--- src/rtl/acq_sequencer.sv ---
// Acquisition sequencer: gates a sample source in whole frames of M samples,
// forwards the returned samples with frame/sop/eop tags and reports completion.
module acq_sequencer #(
  parameter int M  = 32,
  parameter int Q  = 12,
  parameter int NW = 16
) (
  input  logic          clk,
  input  logic          reset_n,
  input  logic          start,
  input  logic          abort,
  input  logic [NW-1:0] n_frames,
  output logic          src_enable,
  input  logic          src_valid,
  input  logic [Q-1:0]  src_data,
  output logic          out_valid,
  output logic [Q-1:0]  out_data,
  output logic          out_sop,
  output logic          out_eop,
  output logic [NW-1:0] out_frame,
  output logic          busy,
  output logic          done,
  output logic          aborted
);

  localparam int IW = $clog2(M);
  localparam logic [IW-1:0] IDX_LAST = IW'(M - 1);

  typedef enum logic [1:0] {
    IDLE   = 2'd0,
    RUN    = 2'd1,
    DRAIN  = 2'd2,
    FINISH = 2'd3
  } state_t;

  state_t        state_r, state_s;
  logic          accept_s, last_issue_s, drained_s;
  logic [NW-1:0] nfr_r;
  logic          abort_pend_r;
  logic [IW-1:0] iss_idx_r, rx_idx_r;
  logic [NW-1:0] iss_frm_r, rx_frm_r;
  logic          src_enable_r, busy_r, done_r, aborted_r;
  logic          out_valid_r, out_sop_r, out_eop_r;
  logic [Q-1:0]  out_data_r;
  logic [NW-1:0] out_frame_r;

  // Next-state decode; RUN only ends on a frame boundary so the source phase is preserved
  always_comb begin
    state_s      = state_r;
    accept_s     = 1'b0;
    last_issue_s = (iss_idx_r == IDX_LAST) &&
                   ((iss_frm_r == (nfr_r - NW'(1))) || abort_pend_r);
    drained_s    = (rx_idx_r == iss_idx_r) && (rx_frm_r == iss_frm_r);
    case (state_r)
      IDLE: begin
        if (start && (n_frames != '0)) begin
          state_s  = RUN;
          accept_s = 1'b1;
        end else begin
          state_s = IDLE;
        end
      end
      RUN: begin
        if (last_issue_s) state_s = DRAIN;
        else              state_s = RUN;
      end
      DRAIN: begin
        if (drained_s) state_s = FINISH;
        else           state_s = DRAIN;
      end
      FINISH:  state_s = IDLE;
      default: state_s = IDLE;
    endcase
  end

  // Control registers: state, registered status flags, latched frame count, abort tracking
  always_ff @(posedge clk or negedge reset_n) begin
    if (!reset_n) begin
      state_r      <= IDLE;
      src_enable_r <= 1'b0;
      busy_r       <= 1'b0;
      done_r       <= 1'b0;
      aborted_r    <= 1'b0;
      abort_pend_r <= 1'b0;
      nfr_r        <= '0;
    end else begin
      state_r      <= state_s;
      src_enable_r <= (state_s == RUN);
      busy_r       <= (state_s != IDLE);
      done_r       <= (state_s == FINISH);
      if (accept_s) begin
        nfr_r        <= n_frames;
        aborted_r    <= 1'b0;
        abort_pend_r <= 1'b0;
      end else if (state_s == FINISH) begin
        aborted_r    <= abort_pend_r;
        abort_pend_r <= 1'b0;
      end else if ((state_r == RUN) && abort && !last_issue_s) begin
        // an abort landing on the final issue is moot: the run ends normally there
        abort_pend_r <= 1'b1;
      end
    end
  end

  // Issue and receive position counters
  always_ff @(posedge clk or negedge reset_n) begin
    if (!reset_n) begin
      iss_idx_r <= '0;
      iss_frm_r <= '0;
      rx_idx_r  <= '0;
      rx_frm_r  <= '0;
    end else if (accept_s) begin
      iss_idx_r <= '0;
      iss_frm_r <= '0;
      rx_idx_r  <= '0;
      rx_frm_r  <= '0;
    end else begin
      if (src_enable_r) begin
        iss_idx_r <= iss_idx_r + IW'(1);
        if (iss_idx_r == IDX_LAST) iss_frm_r <= iss_frm_r + NW'(1);
      end
      if (src_valid && busy_r) begin
        rx_idx_r <= rx_idx_r + IW'(1);
        if (rx_idx_r == IDX_LAST) rx_frm_r <= rx_frm_r + NW'(1);
      end
    end
  end

  // Forwarding stage: one register between source and output, tags zero when idle
  always_ff @(posedge clk or negedge reset_n) begin
    if (!reset_n) begin
      out_valid_r <= 1'b0;
      out_data_r  <= '0;
      out_sop_r   <= 1'b0;
      out_eop_r   <= 1'b0;
      out_frame_r <= '0;
    end else if (src_valid && busy_r) begin
      out_valid_r <= 1'b1;
      out_data_r  <= src_data;
      out_sop_r   <= (rx_idx_r == '0);
      out_eop_r   <= (rx_idx_r == IDX_LAST);
      out_frame_r <= rx_frm_r;
    end else begin
      out_valid_r <= 1'b0;
      out_data_r  <= '0;
      out_sop_r   <= 1'b0;
      out_eop_r   <= 1'b0;
      out_frame_r <= '0;
    end
  end

  assign src_enable = src_enable_r;
  assign busy       = busy_r;
  assign done       = done_r;
  assign aborted    = aborted_r;
  assign out_valid  = out_valid_r;
  assign out_data   = out_data_r;
  assign out_sop    = out_sop_r;
  assign out_eop    = out_eop_r;
  assign out_frame  = out_frame_r;

endmodule
--- config.mk ---
export PLATFORM = sky130hd
export DESIGN_NAME = acq_sequencer
export DESIGN_NICKNAME = d
export VERILOG_FILES = /design/src/rtl/acq_sequencer.sv
export SDC_FILE = /design/constraint.sdc
export NUM_CORES = 1
export LEC_CHECK = 0
export CAP_MARGIN = 20
export CORE_MARGIN = 1
export CORE_UTILIZATION = 59
export CTS_CLUSTER_DIAMETER = 80
export DETAILED_ROUTE_END_ITERATION = 8
export HOLD_SLACK_MARGIN = 0.02
export PLACE_DENSITY = 0.89
export SLEW_MARGIN = 40
export SYNTH_ARGS = -nofsm -noshare
export SYNTH_HDL_FRONTEND = slang
export SYNTH_SLANG_ARGS = --single-unit
--- constraint.sdc ---
create_clock -name clk -period 6.4 [get_ports clk]
set_input_delay 0.64 -clock clk [delete_from_list [all_inputs] [get_ports clk]]
set_output_delay 0.64 -clock clk [all_outputs]
set_load 0.05 [all_outputs]
-- Word level (Yosys, flattened, before mapping)
Index checks and enable logic that the tools add are counted.
Widths: inputs -> output; s select.
- word-level logic and storage cells: 77
- flip-flop bits (word level): 96
- output and inout bits: 35
- mux-type cells: 26
- add/sub/neg operators: 5
- eq/ne operators: 10
- reduce and logical (&&, ||, !) cells: 20
- operators with widths (operator ; count):
    $mux 16 ; 7
    $add 16x1->16 const B ; 2
    $eq 16x16->1 ; 2
    $mux 5 ; 4
    $reduce_bool 16->1 ; 1
    $sub 16x1->16 const B ; 1
    $mux 1 ; 12
    $mux 12 ; 1
    $reduce_bool 2->1 ; 6
    $add 5x1->5 const B ; 2
    $eq 5x5->1 const B ; 2
    $pmux 2 s4 ; 1
    $eq 2x2->1 const B ; 3
    $logic_and 1x1->1 ; 6
    $eq 5x5->1 ; 1
    $logic_not 5->1 ; 1
    $eq 2x1->1 const B ; 2
    $reduce_and 2->1 ; 2
    $reduce_bool 3->1 ; 1
    $logic_not 2->1 ; 1
    $mux 2 ; 1
    $logic_not 1->1 ; 1
    $logic_or 1x1->1 ; 1

-- Logic depth before layout (Yosys ltp)
- depth in word-level cells: 9
- mapped depth: 10

-- Worst setup path after synthesis
Ideal clock, no wire load.
- path type: register -> register
- start point: register iss_idx_r[0]
- end point: register iss_frm_r[14]
- setup slack: 4292 ps
- library setup time: 132 ps
- period minus slack after synthesis: 2108 ps
- cell stages (with the launch flop): 10
- buffers on the path: 1
- data arrival time: 1976 ps
- path through: dfrtp_1 ha_1 and3_1 ha_1 and2_1 clkbuf_1 a21oi_1 nor4_1 xnor2_1 nor2_1
- longest elaborated chain between the ends: 3
- ends and longest elaborated chain (what ; line ; source):
    start: declaration ; 40 ; logic [IW-1:0] iss_idx_r, rx_idx_r;
    start signal: assignment ; 119 ; iss_idx_r <= iss_idx_r + IW'(1);
    $eq 5x5->1 ; 120 ; if (iss_idx_r == IDX_LAST) iss_frm_r <= iss_frm_r + NW'(1);
    $reduce_bool 2->1 (no line) ; -- ;
    $reduce_and 2->1 (no line) ; -- ;
    end signal: assignment ; 120 ;
    end: declaration ; 41 ; logic [NW-1:0] iss_frm_r, rx_frm_r;
No other way between the ends.
A chain may end at the register's enable or synchronous reset.

-- Worst setup path after layout
- start point: input src_valid
- end point: register rx_frm_r[14]
- longest elaborated chain between the ends: 3
- ends and longest elaborated chain (what ; line ; source):
    start: declaration ; 14 ; input logic src_valid,
    $logic_and 1x1->1 ; 122 ; if (src_valid && busy_r) begin
    $reduce_bool 2->1 (no line) ; -- ;
    $reduce_and 2->1 (no line) ; -- ;
    end signal: assignment ; 124 ; if (rx_idx_r == IDX_LAST) rx_frm_r <= rx_frm_r + NW'(1);
    end: declaration ; 41 ;
No other way between the ends.

==> impl.org <==
** Placement
- Global placement routability congestion :: 0.893
- In this run, placement finished with an instance count of 631.
- Worst setup slack after placement :: 3110 ps
- HPWL Detailed :: 7300 um
- Count of buffers inserted at the top-level ports :: 67
- Dpl cell area :: 0.00548 mm^2

** Finish
- Non-filler instance count after layout :: 647
- Ant. Diodes :: 0
- Final core utilization :: 73.0%
- Nets@finish :: 581
- Of the cells placed in the final design, the portion with a size suffix greater than 1 is 5.14%.
- Area of all placed cells without fillers :: 0.00567 mm^2
- Compared with the post-synthesis result, the final layout area differs by 18.6%.

** Min path
- Hold/Removal Path Class :: in -> async

** Status
- The run finished with clean final reports.

** Floorplanning
- The die is 92.0 um tall.
- The die is 92.0 um wide.
- I/O pins :: 68
- Core outline area :: 0.00777 mm^2
- The die covers 0.00846 mm^2.
- In this run the core area contains 32 standard-cell rows.
- Effective utilization at floorplan :: 61.5%

** Routing
- Average routed wire per standard cell :: 15.7 um
- DRC viols :: 0
- Once detail routing completed, the nets flagged for antenna violations numbered 0.
- The first routing iteration left 179 violations.
- Summed over all layers, the routed wires come to 10100 um.
- Via density per instance :: 5.77
- For this block, the via count after detailed routing is 3736.
- 1st-pass router iterations :: 4

** STA
- Once routing completed, OpenROAD measured the worst setup slack at 3460 ps.
- Setup repair after global routing left no endpoint under its margin.
- Timing would allow up to 0.340 GHz.
- Slew of the pin with the lowest slew margin :: 729 ps
- Setup total negative slack :: 0 ps
- Final count of pins violating max slew :: 0
- Of the available clock period, the critical path in the final layout requires 45.9%.
- Setup violations remaining at the end of the flow were counted as 0.
- Maximum clock skew at final layout :: 15.2 ps
- Final hold analysis gives a worst-case slack of 207 ps.
- Time the final worst path needs with I/O delays and setup :: 2940 ps
- The worst pin sits at a relative slew slack of 51.4%.
- The final-report hold violation count was 0.

** Worst setup path
- Reg-to-Reg Start :: nfr_r[0]
- Worst setup path startpoint :: src_valid
- Count of cells along the worst register-to-register path :: 8
- End of the worst register-to-register path :: src_enable
- Register-to-register path setup slack :: 3810 ps
- STA classifies the critical path startpoint as a primary input.
- Element type at the critical path end :: register
- STA puts the critical path data arrival time at 3160 ps.
- For the worst setup path, the data required time is 6620 ps.
- Highest net fanout along the worst path :: 28
- The critical path in this run is classified as in -> reg.

** CTS
- In this run the deepest clock path goes through 2 buffers.
- Post-CTS repair changed the size of 0 cells.
- In this run the post-CTS setup repair buffer count came out at 0.
- Insertion delay to the later sink of the worst-skew pair :: 370 ps
- Level count of the clock H-tree :: 3
- TritonCTS built the clock tree.
- TritonCTS buffer count :: 9
- Clk slew on worst S/H paths :: 100 ps
- Clock tree sinks :: 96
- In this run the clock root is driven by a sky130_fd_sc_hd__clkbuf_8.
- Number of hold buffers added after CTS :: 0

** Global route
- The first global-routing pass estimated 17300 um of wire.
- The number of antenna violations at the first check in global routing came to 0.
- Global-route usage over all layers :: 26.3%
- For this run the aggregate overflow at the end of global routing stands at 0.
- Number of global-route vias before repair :: 3658
- Entering global routing, the biggest net connects 63 pins.

** Pwr
- Across the VDD grid, the largest voltage drop is 0.183 mV.
- Overall Power :: 1.97 mW
- Power per unit of standard cell area :: 347 mW/mm^2
- Cell leakage power :: 2.66 nW

** Synth
- EDFF count, synth :: 0
- The commonest cells after synthesis are sky130_fd_sc_hd__dfrtp_1, sky130_fd_sc_hd__nand2_1, sky130_fd_sc_hd__nor2_1.
- Among all flip-flop cells after synthesis, the most frequent one is sky130_fd_sc_hd__dfrtp_1.
- Flop and latch count out of synthesis :: 96
- Sequential fraction of the synthesis area :: 50.3%
- Distinct cell type count after synthesis :: 44
- Share of the synthesized area in the top cell type :: 50.3%
- sky130_fd_sc_hd__dfrtp_1 is the most common cell in the netlist.
- Net count after synthesis :: 528
- Avg Cell Area, Syn :: 9.81 um^2
- Share of async-settable or async-resettable flops after synthesis :: 100%
- Number of instances in the synthesized netlist :: 487
- The synthesized design spends more area on one cell type than any other, namely sky130_fd_sc_hd__dfrtp_1.
- The mapped netlist covers 0.00478 mm^2.
- By area the synthesized netlist is led by sky130_fd_sc_hd__dfrtp_1, sky130_fd_sc_hd__xnor2_1, sky130_fd_sc_hd__xor2_1.
- Yosys printed 0 warnings.

** Job
- Total of max-cap violations :: 0
worst max path at each step:
stage	end	slack, ps	cells past startpoint
finish	rx_frm_r[14]	3460	9
detailed placement	rx_frm_r[14]	3110	9
global placement	rx_frm_r[14]	3230	9
global route	rx_frm_r[13]	3180	9
floorplan	iss_frm_r[14]	4290	9
CTS	rx_frm_r[14]	3490	9
final cells by class:
type                            count  area (um^2)
Clock buffer                       10          138
Fill cell                         552         2100
Clock inverter                      6         51.3
Multi-Input combinational cell    357         2240
Timing Repair Buffer               68          676
Sequential cell                    96         2400
Tap cell                          102          128
Inverter                            8         30.0
critical path, cell delays in order:
cell                              delay (ps)
sky130_fd_sc_hd__clkdlybuf4s50_1         770
sky130_fd_sc_hd__nand2_1                 320
sky130_fd_sc_hd__clkinv_1                250
sky130_fd_sc_hd__nand2_1                 220
sky130_fd_sc_hd__clkinv_1                210
sky130_fd_sc_hd__a21oi_2                 380
sky130_fd_sc_hd__nor4_1                  130
sky130_fd_sc_hd__xnor2_1                 180
sky130_fd_sc_hd__nor2_1                   60
metal layers:
metal  global-route usage (%)  share of wire, %  wire length, um
met1                     32.4                42             4240
met2                     46.5                52             5250
met3                     4.39               4.3              441
met4                     9.38               2.1              214
met5                        0                 0                0
power breakdown:
part	total (mW)	switching, mW	leakage, nW	internal (mW)
Clock	0.380	0.223	0.0875	0.157
Combinational	0.678	0.379	1.31	0.300
Sequential	0.910	0.183	1.27	0.727
Total	1.97	0.784	2.66	1.18
logic make-up (layout without fill, tap and decap cells):
logic type                 after synthesis  count (layout)  synth area share (%)
adders and majority gates                8               8                  2.09
and+or+nand+nor                        246             246                  26.6
muxes                                    3               3                 0.628
buffers and inverters                   34              92                  2.83
xor gates and xnor gates                79              79                  14.8
AOI/OAI and AO/OA                       21              21                  2.85
DFF                                     96              96                  50.3
cell usage in the layout (no fill, tap or decap), types with 2 or more instances in the layout:
| cell | instances |
|---|---|
| sky130_fd_sc_hd__a21oi_1 | 7 |
| sky130_fd_sc_hd__and2_1 | 2 |
| sky130_fd_sc_hd__and3_1 | 35 |
| sky130_fd_sc_hd__buf_4 | 2 |
| sky130_fd_sc_hd__clkbuf_8 | 10 |
| sky130_fd_sc_hd__clkdlybuf4s50_1 | 66 |
| sky130_fd_sc_hd__clkinv_1 | 2 |
| sky130_fd_sc_hd__clkinvlp_4 | 3 |
| sky130_fd_sc_hd__dfrtp_1 | 96 |
| sky130_fd_sc_hd__ha_1 | 8 |
| sky130_fd_sc_hd__inv_1 | 6 |
| sky130_fd_sc_hd__inv_6 | 2 |
| sky130_fd_sc_hd__mux2i_1 | 3 |
| sky130_fd_sc_hd__nand2_1 | 76 |
| sky130_fd_sc_hd__nand2b_1 | 2 |
| sky130_fd_sc_hd__nand3_1 | 9 |
| sky130_fd_sc_hd__nand3b_1 | 2 |
| sky130_fd_sc_hd__nand4_1 | 15 |
| sky130_fd_sc_hd__nor2_1 | 51 |
| sky130_fd_sc_hd__nor2b_1 | 3 |
| sky130_fd_sc_hd__nor3_1 | 8 |
| sky130_fd_sc_hd__nor3_2 | 3 |
| sky130_fd_sc_hd__nor3b_1 | 2 |
| sky130_fd_sc_hd__nor4_1 | 23 |
| sky130_fd_sc_hd__nor4_2 | 2 |
| sky130_fd_sc_hd__nor4b_1 | 4 |
| sky130_fd_sc_hd__o21ai_0 | 4 |
| sky130_fd_sc_hd__or4_1 | 2 |
| sky130_fd_sc_hd__xnor2_1 | 44 |
| sky130_fd_sc_hd__xor2_1 | 34 |
registers in the layout, summed over array words and instances (netlist names):
| register | flops |
|---|---|
| rx_frm_r | 16 |
| iss_idx_r | 5 |
| aborted | 1 |
| busy | 1 |
| abort_pend_r | 1 |
| src_enable | 1 |
| done | 1 |
| state_r | 2 |
| out_frame | 16 |
| iss_frm_r | 16 |
| out_eop | 1 |
| out_data | 12 |
| out_sop | 1 |
| out_valid | 1 |
| rx_idx_r | 5 |
| nfr_r | 16 |
Power figures use the tool's default switching activity.
